### src/rtl/y86_ins_encoder.sv
//------------------------------------------------------------------------------
// Module  : y86_ins_encoder
// Brief   : Serialises one decoded Y86 instruction into instruction memory,
//           one byte per cycle. Optional halt lock: INS_HALT_LOCK_EN.
// Revision: 1.0
//------------------------------------------------------------------------------
`timescale 1ns/1ps
`default_nettype none

module y86_ins_encoder #(
    parameter int MEM_SIZE = 128,
    parameter int ADDR_W   = 64
) (
    input  logic              clock,
    input  logic              reset,
    input  logic              addr_load,
    input  logic [ADDR_W-1:0] addr_val,
    input  logic              in_valid,
    output logic              in_ready,
    input  logic [3:0]        icode,
    input  logic [3:0]        ifun,
    input  logic [3:0]        rA,
    input  logic [3:0]        rB,
    input  logic [63:0]       valC,
    output logic              mem_we,
    output logic [ADDR_W-1:0] mem_addr,
    output logic [7:0]        mem_data,
    output logic              ins_done,
    output logic              err,
    output logic [1:0]        err_code,
    output logic [ADDR_W-1:0] pc
);

    typedef enum logic [0:0] {
        S_IDLE = 1'b0,
        S_EMIT = 1'b1
    } state_t;

    state_t            r_state;
    state_t            w_state_nxt;
    logic [ADDR_W-1:0] r_pc;
    logic [3:0]        r_cnt;
    logic [3:0]        r_len;
    logic [3:0]        r_rA;
    logic [3:0]        r_rB;
    logic [63:0]       r_valC;

    logic [3:0]        w_len;
    logic              w_bad;
    logic              w_ovf;
    logic              w_accept;
    logic              w_last;
    logic              w_lock;
    logic [2:0]        w_vidx;
    logic [7:0]        w_byte;
    logic [ADDR_W:0]   w_end;

    function automatic logic [3:0] f_len(input logic [3:0] ic);
        case (ic)
            4'h0, 4'h1, 4'h9:       f_len = 4'd1;
            4'h2, 4'h6, 4'hA, 4'hB: f_len = 4'd2;
            4'h3, 4'h4, 4'h5:       f_len = 4'd10;
            4'h7, 4'h8:             f_len = 4'd9;
            default:                f_len = 4'd0;
        endcase
    endfunction

    assign w_len    = f_len(icode);
    assign w_bad    = (w_len == 4'd0);
    // One extra bit so pc + len never wraps before the bound check.
    assign w_end    = {1'b0, r_pc} + (ADDR_W+1)'(w_len);
    assign w_ovf    = (w_end > (ADDR_W+1)'(MEM_SIZE));
    assign in_ready = (r_state == S_IDLE) && !addr_load && !w_lock;
    assign w_accept = in_valid && in_ready;
    // r_cnt is the index of the byte to present next; equal to len means done.
    assign w_last   = (r_state == S_EMIT) && (r_cnt == r_len);

    // valC starts at byte 1 for jXX/call and at byte 2 for the register forms.
    assign w_vidx   = (r_len == 4'd9) ? (r_cnt[2:0] - 3'd1) : (r_cnt[2:0] - 3'd2);
    assign w_byte   = ((r_len != 4'd9) && (r_cnt == 4'd1)) ? {r_rA, r_rB}
                                                           : r_valC[{w_vidx, 3'b000} +: 8];

    assign pc       = r_pc;

    always_ff @(posedge clock or posedge reset) begin
        if (reset) r_state <= S_IDLE;
        else       r_state <= w_state_nxt;
    end

    always_comb begin
        w_state_nxt = r_state;
        case (r_state)
            S_IDLE: if (w_accept && !w_bad && !w_ovf) w_state_nxt = S_EMIT;
            S_EMIT: if (w_last) w_state_nxt = S_IDLE;
            default: w_state_nxt = S_IDLE;
        endcase
    end

    always_ff @(posedge clock or posedge reset) begin
        if (reset) begin
            r_pc     <= '0;
            r_cnt    <= '0;
            r_len    <= '0;
            r_rA     <= '0;
            r_rB     <= '0;
            r_valC   <= '0;
            mem_we   <= 1'b0;
            mem_addr <= '0;
            mem_data <= '0;
            ins_done <= 1'b0;
            err      <= 1'b0;
            err_code <= 2'd0;
        end else begin
            mem_we   <= 1'b0;
            ins_done <= 1'b0;
            err      <= 1'b0;
            case (r_state)
                S_IDLE: begin
                    if (addr_load) begin
                        r_pc <= addr_val;
                    end else if (w_accept) begin
                        r_len    <= w_len;
                        r_rA     <= rA;
                        r_rB     <= rB;
                        r_valC   <= valC;
                        err_code <= 2'd0;
                        if (w_bad) begin
                            err      <= 1'b1;
                            err_code <= 2'd1;
                        end else if (w_ovf) begin
                            err      <= 1'b1;
                            err_code <= 2'd2;
                        end else begin
                            mem_we   <= 1'b1;
                            mem_addr <= r_pc;
                            mem_data <= {icode, ifun};
                            ins_done <= (w_len == 4'd1);
                            r_cnt    <= 4'd1;
                        end
                    end
                end
                S_EMIT: begin
                    if (w_last) begin
                        r_pc  <= r_pc + ADDR_W'(r_len);
                        r_cnt <= '0;
                    end else begin
                        mem_we   <= 1'b1;
                        mem_addr <= r_pc + ADDR_W'(r_cnt);
                        mem_data <= w_byte;
                        ins_done <= ((r_cnt + 4'd1) == r_len);
                        r_cnt    <= r_cnt + 4'd1;
                    end
                end
                default: ;
            endcase
        end
    end

`ifdef INS_HALT_LOCK_EN
    logic r_lock;
    logic r_halt;

    assign w_lock = r_lock;

    always_ff @(posedge clock or posedge reset) begin
        if (reset) begin
            r_lock <= 1'b0;
            r_halt <= 1'b0;
        end else begin
            if (w_accept) r_halt <= (icode == 4'h0);
            if ((r_state == S_IDLE) && addr_load) r_lock <= 1'b0;
            else if (w_last && r_halt)            r_lock <= 1'b1;
        end
    end
`else
    assign w_lock = 1'b0;
`endif

endmodule

`default_nettype wire

### config.mk
export PLATFORM = sky130hd
export DESIGN_NAME = y86_ins_encoder
export DESIGN_NICKNAME = d
export VERILOG_FILES = /design/src/rtl/y86_ins_encoder.sv
export SDC_FILE = /design/constraint.sdc
export NUM_CORES = 1
export LEC_CHECK = 0
export CAP_MARGIN = 30
export CELL_PAD_IN_SITES_DETAIL_PLACEMENT = 0
export CELL_PAD_IN_SITES_GLOBAL_PLACEMENT = 1
export CORE_MARGIN = 8
export CORE_UTILIZATION = 35
export CTS_CLUSTER_SIZE = 14
export DETAILED_ROUTE_END_ITERATION = 12
export PLACE_DENSITY_LB_ADDON = 0.15
export SYNTH_ARGS = -nofsm -noshare
export SYNTH_HDL_FRONTEND = slang
export SYNTH_SLANG_ARGS = --single-unit
### constraint.sdc
create_clock -name clock -period 7.3 [get_ports clock]
set_input_delay 1.46 -clock clock [delete_from_list [all_inputs] [get_ports clock]]
set_output_delay 1.46 -clock clock [all_outputs]
set_load 0.01 [all_outputs]
==> reports/qor.csv, run 1 <==
metric,value,unit
ys_warn_count,0,
worstPathMaxFanout,10,
synthArstFlopShare,100,%
final_cell_area,18200,um2
fin_crit_sh,83.6,%
syn_area_per_cell,8.69,um2
dr.first_iter.drc_count,892,
cts_tree,built,
num_vias,13286,
worst_setup_path_end_kind,flip-flop,
drv_cap,0,
synth_nets,1778,
syn_inst,1613,
synth-edff-count,0,
cts.sinks,221,
p_seq_share,43.0,%
p_clk_share,40.6,%
r2r_cells,10,
top_level_ports,290,
final_hold_viol_count,0,
synth_area,14000,um2
critPathLaunch,icode[2],
maxSlewHeadroom,29.0,%
port_buffers,289,
status,finished clean,
cts_resized,0,
switchingPower,1.02,mW
clk_path_buf_depth,3,
clk_pin_slew_worst_paths,0.05,ns
mostFrequentLayoutCell,nand2_1,
fin_tns_setup,0,ns
pwr-share-comb,16.4,%
cts_buffers,27,
fin_skew,0.0238,ns
r2r_end,mem_addr[33]$_DFFE_PP0P_,
crit_arrival,6.55,ns
power,3.48,mW
finish.utilization,45.9,%
holdBufCountCts,0,
synthFlopType,dfrtp_1,
dr.pass1.iters,5,
internal-power,2.47,mW
grt_pass1_vias,13471,
max_slew.worst_pin.slew,1.05,ns
gr-usage-all-layers,24.6,%
fmax,164,MHz
core-area,39600,um2
antenna_cells,0,
wirelength,59200,um
clockRootBuffer,clkbuf_16,
cp_data_required_time,7.74,ns
antenna_found_initial,1,
routabilityCongestion,0.932,
place_ws,0.618,ns
dieArea,46700,um2
min-delay-path-class,flip-flop to flip-flop,
setup_viol,0,
cts_setup_buffers,0,
place_area,17200,um2
hpwl,45500,um
r2r_slack,2.62,ns
htreeDepth,1,
setup_ws,1.20,ns
nets,2000,
hold-worst-slack,0.466,ns
drive_above_1_share,6.58,%
power.leakage,7.55,nW
period_needed,6.10,ns
wire_per_inst,24.9,um
final_cell_mix,"nand2_1, clkdlybuf4s50_1, dfrtp_1",
final-max-slew-violation-count,0,
start_util,35.4,%
clk_latency,0.58,ns
ant_nets,0,
start_kind,primary input,
ys_ff_latch,221,
synth_seq_area_share,39.5,%
core.rowCount,73,
rsz0062_at_grt,false,
die_w,216,um
via_per_inst,5.59,
finalNonFillerCells,2378,
critPathKind,primary input to flip-flop,
grt_max_degree,133,
fillers,4004,
area_growth,29.8,%
swShare,29.2,%
ys_types,85,
endpoint,r_cnt[1]$_DFFE_PP0P_,
grt_pass1_wl,88600,um
timing.rr.start,pc[16]$_DFFE_PP0P_,
dp_cells,2330,
peakVddDrop,0.150,mV
drcViolationCount,0,
die_y,216,um
power.density,192,nW/um2
grt_remaining_overflow,0,
==> cells in the mapped netlist, drive strengths merged (4+ instances only) <==
cell type,count,area [um2]
xnor2,55,482
nor4,22,193
a21o,22,165
nor2,132,495
o22a,4,35.0
nor3,39,211
inv,22,82.6
o21ai,66,330
ha,14,175
o21a,7,52.6
nand2b,4,25.0
buf,46,302
o221a,11,124
a31oi,5,31.3
a211oi,9,97.6
a221o,17,170
o211ai,4,30.0
nand3,61,310
nor2b,12,75.1
a21oi,76,380
or3,11,73.8
o311ai,5,43.8
mux2i,15,150
nand2,360,1350
and3,15,93.8
and4,13,114
and2,8,50.1
xor2,42,368
mux2,66,743
clkbuf,74,279
or4,5,37.5
o22ai,10,62.6
mux4,16,360
nand4,72,497
dfrtp,221,5530
==> layout make-up <==
| class | instances | area (um2) | share of cell area [%] |
|---|---|---|---|
| flip-flops and latches | 221 | 5530 | 30.4 |
| clock buffers | 41 | 808 | 4.44 |
| multi-input cells | 1250 | 7850 | 43.2 |
| repair buffers | 313 | 3130 | 17.2 |
| inverters | 22 | 86.3 | 0.475 |
| well taps | 525 | 657 | 3.61 |
| clock inverters | 6 | 120 | 0.660 |
==> worst min-delay path by stage <==
stage                     cells after the start                      to                    from
after global placement                        2  r_valC[63]$_DFFE_PP0P_  r_valC[63]$_DFFE_PP0P_
after detailed placement                      2   r_valC[3]$_DFFE_PP0P_   r_valC[3]$_DFFE_PP0P_
after floorplan                               2   r_valC[0]$_DFFE_PP0P_   r_valC[0]$_DFFE_PP0P_
after CTS                                     2   r_valC[3]$_DFFE_PP0P_   r_valC[3]$_DFFE_PP0P_
after global routing                          2     r_rA[1]$_DFFE_PP0P_     r_rA[1]$_DFFE_PP0P_
final                                         2  r_valC[38]$_DFFE_PP0P_  r_valC[38]$_DFFE_PP0P_
==> cell families after synthesis <==
| logic type | share of synthesized area (%) |
|---|---|
| multiplexers | 8.94 |
| flip-flops | 39.5 |
| AND/OR/NAND/NOR | 26.4 |
| XOR/XNOR | 6.06 |
| adder cells (fa/ha/maj) | 1.68 |
| buffers and inverters | 4.73 |
| AO/OA/AOI/OAI | 12.8 |
==> power groups by stage <==
stage / registers (mW) / clock network [mW] / logic [mW]
final: 1.50 / 1.42 / 0.571
after global routing: 1.51 / 1.49 / 0.631
after CTS: 1.49 / 1.45 / 0.579
after detailed placement: 1.52 / 0 / 0.575
after global placement: 1.51 / 0 / 0.572
after floorplan: 1.40 / 0 / 0.375
==> flip-flops by register name, indices dropped and copies added, names as in the netlist <==
name and flops:
err_code 2, r_rB 4, pc 64, mem_data 8, mem_we 1, r_rA 4
r_state 1, r_valC 64, r_cnt 4, mem_addr 64, r_len 3, ins_done 1
err 1
==> worst max-delay path: stages <==
cell	delay, ns
clkdlybuf4s50_1	0.58
nor2b_1	0.23
o2bb2ai_1	0.22
ha_1	0.27
inv_1	0.06
fa_1	0.40
nand3b_2	0.32
a211oi_4	0.57
nand3_1	0.28
xnor2_1	0.19
a2111oi_0	0.37
nand4_1	0.25
or3_4	0.42
or3_1	0.57
a32o_1	0.33
==> metal layers <==
| layer | track usage [%] | vias up | wire length, um | share of wire [%] |
|---|---|---|---|---|
| met3 | 4.39 | 90 | 3590 | 6.1 |
| met4 | 7.10 | 2 | 1780 | 3.0 |
| met5 | 0 | - | 13 | 0.022 |
| met2 | 42.3 | 477 | 29300 | 49 |
| met1 | 31.1 | 6561 | 24500 | 41 |
| li1 | - | 6156 | - | - |
Power figures use the tool's default switching activity.
==> inputs of run 2 (changes only) <==
==> constraint.sdc (replaced) <==
create_clock -name clock -period 5.29 [get_ports clock]
set_input_delay 1.058 -clock clock [delete_from_list [all_inputs] [get_ports clock]]
set_output_delay 1.058 -clock clock [all_outputs]
set_load 0.01 [all_outputs]
==> run 2 against run 1 <==
Compared with the run above:
- hold slack better by 0.00085 ns
- setup slack got worse by 0.98 ns
- total power increased by 42%
- sequential share of layout area fell by 1.0 points
- count of clock-buffer cells in the layout is 3 lower
- critical path type unchanged
==> reports/qor.csv, run 2 (same netlist as run 1, synthesis figures left out) <==
metric,value,unit
final_hold_viol_count,0,
holdPathStages,2,
core-area,39600,um2
antenna_cells,0,
maxSlewHeadroom,32.5,%
layout.area.seq,5530,um2
final-max-slew-violation-count,0,
die_w,216,um
min-delay-path-class,flip-flop to flip-flop,
r2r_slack,0.99,ns
worst_setup_path_end_kind,flip-flop,
antenna_found_initial,1,
cts_buffers,28,
grt_pass1_wl,91400,um
status,finished clean,
final_cell_mix,"nand2_1, clkdlybuf4s50_1, dfrtp_1",
area_growth,34.3,%
critPathLaunch,icode[1],
start_kind,primary input,
htreeDepth,1,
drive_above_1_share,10.5,%
die_y,216,um
clk_pin_slew_worst_paths,0.06,ns
fillers,3927,
ant_nets,0,
routabilityCongestion,0.915,
cts.sinks,221,
dr.first_iter.drc_count,953,
power.leakage,7.93,nW
clk_path_buf_depth,3,
peakVddDrop,0.227,mV
finish.utilization,47.5,%
dieArea,46700,um2
fin_skew,0.0194,ns
cp_data_required_time,5.74,ns
cp_common_cell,buf_4,
crit_arrival,5.51,ns
mostFrequentLayoutCell,nand2_1,
start_util,35.4,%
max_slew.worst_pin.slew,1.01,ns
clk_latency,0.58,ns
endpoint,mem_addr[28]$_DFFE_PP0P_,
period_needed,5.07,ns
dr.pass1.iters,7,
grt_pass1_vias,14129,
wire_per_inst,24.6,um
slowest_delay,0.48,ns
cpMaxStageDelayCell,clkdlybuf4s50_1,
clockRootBuffer,clkbuf_16,
cts_tree,built,
r2r_end,mem_addr[28]$_DFFE_PP0P_,
wirelength,60400,um
place_area,17800,um2
r2r_cells,10,
critPathKind,primary input to flip-flop,
hpwl,46800,um
port_buffers,289,
top_level_ports,290,
power.density,263,nW/um2
drcViolationCount,0,
setup_viol,0,
num_vias,13546,
fmax,197,MHz
grt_max_degree,132,
via_per_inst,5.52,
nets,2074,
cp_cell_sequence,clkdlybuf4s50_1 > nand2_1 > inv_1 > buf_4 > o2bb2ai_1 > buf_4 > ha_1 > inv_1 > fa_1 > nand3b_2 > a211oi_4 > buf_4 > nand3_1 > nor3_1 > xnor2_1 > nand4_1 > nor4_2 > a21o_4 > buf_12 > mux2_1,
fin_crit_sh,95.8,%
cts_setup_buffers,0,
grt_remaining_overflow,0,
timing.rr.start,pc[25]$_DFFE_PP0P_,
gr-usage-all-layers,25.2,%
worstPathMaxFanout,34,
drv_cap,0,
core.rowCount,73,
multi_input_area,7850,um2
final_cell_area,18800,um2
rsz0062_at_grt,false,
-- run 2: timing repair --
item	CTS	global route
setup endpoints to repair	0	73
gates resized for setup	0	2
hold buffers	0	0
-- run 2: power breakdown --
part / switching, mW / internal [mW] / total [mW]
Sequential: 0.222 / 1.81 / 2.03
Clock: 0.793 / 1.27 / 2.06
Combinational: 0.431 / 0.428 / 0.859
-- run 2: per-stage QoR --
step,setup TNS [ns],power (mW),worst slack [ns],hold WS [ns],instances
finish,0,4.95,0.221,0.467,2456
global route,0,5.16,0.000157,0.487,2456
CTS,0,5.01,0.175,0.472,2456
detailed placement,-27.84,2.93,-0.393,0.457,2404
global placement,-26.39,2.92,-0.408,0.452,2402
floorplan,0,2.45,0.496,0.440,1613
-- run 2: worst max-delay path: cells and delay by family --
family                   cells  cell delay (ns)
XOR/XNOR                     1             0.24
adder cells (fa/ha/maj)      2             0.52
AND/OR/NAND/NOR              6             1.39
multiplexers                 1             0.36
buffers and inverters        7             1.25
AO/OA/AOI/OAI                3             0.63
-- run 2: worst min-delay path by stage --
stage	startpoint	slack [ns]	end
after floorplan	r_valC[0]$_DFFE_PP0P_	0.44	r_valC[0]$_DFFE_PP0P_
after global placement	r_valC[39]$_DFFE_PP0P_	0.45	r_valC[39]$_DFFE_PP0P_
after detailed placement	r_valC[39]$_DFFE_PP0P_	0.46	r_valC[39]$_DFFE_PP0P_
after CTS	r_valC[39]$_DFFE_PP0P_	0.47	r_valC[39]$_DFFE_PP0P_
after global routing	r_valC[21]$_DFFE_PP0P_	0.49	r_valC[21]$_DFFE_PP0P_
final	r_valC[39]$_DFFE_PP0P_	0.47	r_valC[39]$_DFFE_PP0P_
-- run 2: cell type report --
cell class	instances	share of cell area, %
Clock inverter	14	1.10
Multi-Input combinational cell	1250	41.7
Clock buffer	38	4.29
Inverter	22	0.459
Sequential cell	221	29.4
Timing Repair Buffer	386	19.5
Tap cell	525	3.49
-- run 2: layer usage --
metal  GRT usage, %  up-vias  routed length (um)
met4           7.01        0                1960
met3           5.43      106                3950
met1           31.0     6684               24700
met2           44.1      459               29800
li1               -     6297                   -
met5              0        -                   0
==> inputs of run 3 (changes only) <==
--- a/config.mk
+++ b/config.mk
@@ -13,6 +13,7 @@
 export CTS_CLUSTER_SIZE = 14
 export DETAILED_ROUTE_END_ITERATION = 12
 export PLACE_DENSITY_LB_ADDON = 0.15
+export SLEW_MARGIN = 20
 export SYNTH_ARGS = -nofsm -noshare
 export SYNTH_HDL_FRONTEND = slang
 export SYNTH_SLANG_ARGS = --single-unit
==> run 3 against run 2 <==
Compared with the run above:
- die area is the same
- non-clock buffer count is 1 lower
- sequential power hardly changed
- first-iteration DRC count down 6.4%
- setup slack got worse by 0.030 ns
- utilization down 0.33 points
- critical path type unchanged
- highest routed layer unchanged
- critical endpoint is now mem_data[2]$_DFFE_PP0P_
- sequential share of layout area grew 0.21 points
- combinational power about the same
- critical path depth stayed put
- total power decreased by 4.6%
- clock power fell by 11%
==> reports/qor.csv, run 3 (same netlist as run 1, synthesis figures left out) <==
metric,value,unit
die_y,216,um
gr-usage-all-layers,25.2,%
grt_max_degree,132,
peakVddDrop,0.200,mV
nets,2072,
start_kind,primary input,
rsz0062_at_grt,false,
clockRootBuffer,clkbuf_16,
power.density,253,nW/um2
clk_pin_slew_worst_paths,0.06,ns
worstPathMaxFanout,10,
cts_setup_buffers,0,
final_cell_mix,"nand2_1, clkdlybuf4s50_1, dfrtp_1",
wirelength,60600,um
place_ws,-0.402,ns
power.leakage,7.89,nW
crit_arrival,5.54,ns
die_w,216,um
ant_nets,0,
worst_setup_path_end_kind,flip-flop,
num_vias,13569,
pwr-share-comb,18.2,%
antenna_found_initial,0,
fin_tns_setup,0,ns
wire_per_inst,24.7,um
hpwl,46800,um
start_util,35.4,%
drive_above_1_share,10.2,%
p_seq_share,43.0,%
htreeDepth,1,
port_buffers,289,
cts_buffers,27,
cts.sinks,221,
setup_ws,0.191,ns
swShare,30.1,%
fin_skew,0.0188,ns
core.rowCount,73,
switchingPower,1.42,mW
routabilityCongestion,0.915,
clk_latency,0.57,ns
core-area,39600,um2
maxSlewHeadroom,39.0,%
grt_pass1_wl,91500,um
via_per_inst,5.53,
cts_tree,built,
fillers,3979,
p_clk_share,38.7,%
fmax,196,MHz
dr.first_iter.drc_count,892,
power,4.73,mW
setup_viol,0,
final-max-slew-violation-count,0,
area_growth,33.4,%
critPathKind,primary input to flip-flop,
place_area,17800,um2
grt_pass1_vias,14133,
final_hold_viol_count,0,
period_needed,5.10,ns
hold-worst-slack,0.468,ns
mostFrequentLayoutCell,nand2_1,
clk_path_buf_depth,3,
final_cell_area,18700,um2
min-delay-path-class,flip-flop to flip-flop,
max_slew.worst_pin.slew,0.908,ns
cp_data_required_time,5.74,ns
grt_remaining_overflow,0,
drcViolationCount,0,
top_level_ports,290,
dieArea,46700,um2
drv_cap,0,
status,finished clean,
internal-power,3.30,mW
fin_crit_sh,96.4,%
dr.pass1.iters,5,
run 3: power groups by stage:
| stage | sequential, mW | combinational [mW] | clock, mW |
|---|---|---|---|
| final | 2.03 | 0.862 | 1.83 |
| after global routing | 2.05 | 0.942 | 1.95 |
| after CTS | 2.03 | 0.870 | 1.89 |
| after detailed placement | 2.06 | 0.865 | 0 |
| after global placement | 2.06 | 0.862 | 0 |
| after floorplan | 1.94 | 0.517 | 0 |
run 3: what timing repair did:
action	in CTS	in global routing
hold buffers	0	0
setup endpoints to repair	0	75
gates resized for setup	0	5
run 3: routing by layer:
metal,up-vias,global-route usage (%),routed length [um]
met5,-,0,0
met4,0,6.72,1710
met3,80,4.93,3560
met2,440,44.3,30200
met1,6755,31.3,25100
li1,6294,-,-
run 3: cell type report:
class	count	area, um2	share of cell area, %
inverters	22	86.3	0.462
well taps	525	657	3.51
clock buffers	38	767	4.10
clock inverters	11	103	0.549
flip-flops and latches	221	5530	29.6
repair buffers	385	3670	19.6
multi-input cells	1250	7880	42.1
diodes	1	2.50	0.0134
run 3: through the flow:
stage	cells	utilization, %
2_1_floorplan	1613	-
3_3_place_gp	2402	44.9
3_5_place_dp	2403	44.9
4_1_cts	2452	47.1
5_1_grt	2452	47.1
6_report	2453	47.2
run 3: path summary, 6_finish.rpt:
| check | cells after the start | endpoint | slack (ns) | from |
|---|---|---|---|---|
| worst max-delay path | 20 | mem_data[2]$_DFFE_PP0P_ | 0.19 | icode[0] |
| worst min-delay path | 2 | r_rB[0]$_DFFE_PP0P_ | 0.47 | r_rB[0]$_DFFE_PP0P_ |
| worst max register to register | 10 | mem_data[2]$_DFFE_PP0P_ | 0.98 | pc[25]$_DFFE_PP0P_ |
| worst min register to register | 2 | r_rB[0]$_DFFE_PP0P_ | 0.47 | r_rB[0]$_DFFE_PP0P_ |
| max in group asynchronous | 3 | pc[45]$_DFFE_PP0P_ | 3.59 | reset |
| min in group asynchronous | 3 | r_valC[14]$_DFFE_PP0P_ | 0.99 | reset |
run 3: critical path, cell delays in order:
cell             delay [ns]
clkdlybuf4s50_1        0.48
nand2_1                0.07
inv_1                  0.07
buf_4                  0.10
o2bb2ai_1              0.14
buf_4                  0.16
ha_1                   0.15
inv_1                  0.05
fa_1                   0.39
nand3b_4               0.22
a211oi_4               0.27
buf_4                  0.18
nand3_1                0.19
nor3_1                 0.24
xnor2_1                0.25
nand4_1                0.27
or3_4                  0.44
or3_1                  0.37
buf_4                  0.19
o221a_1                0.25
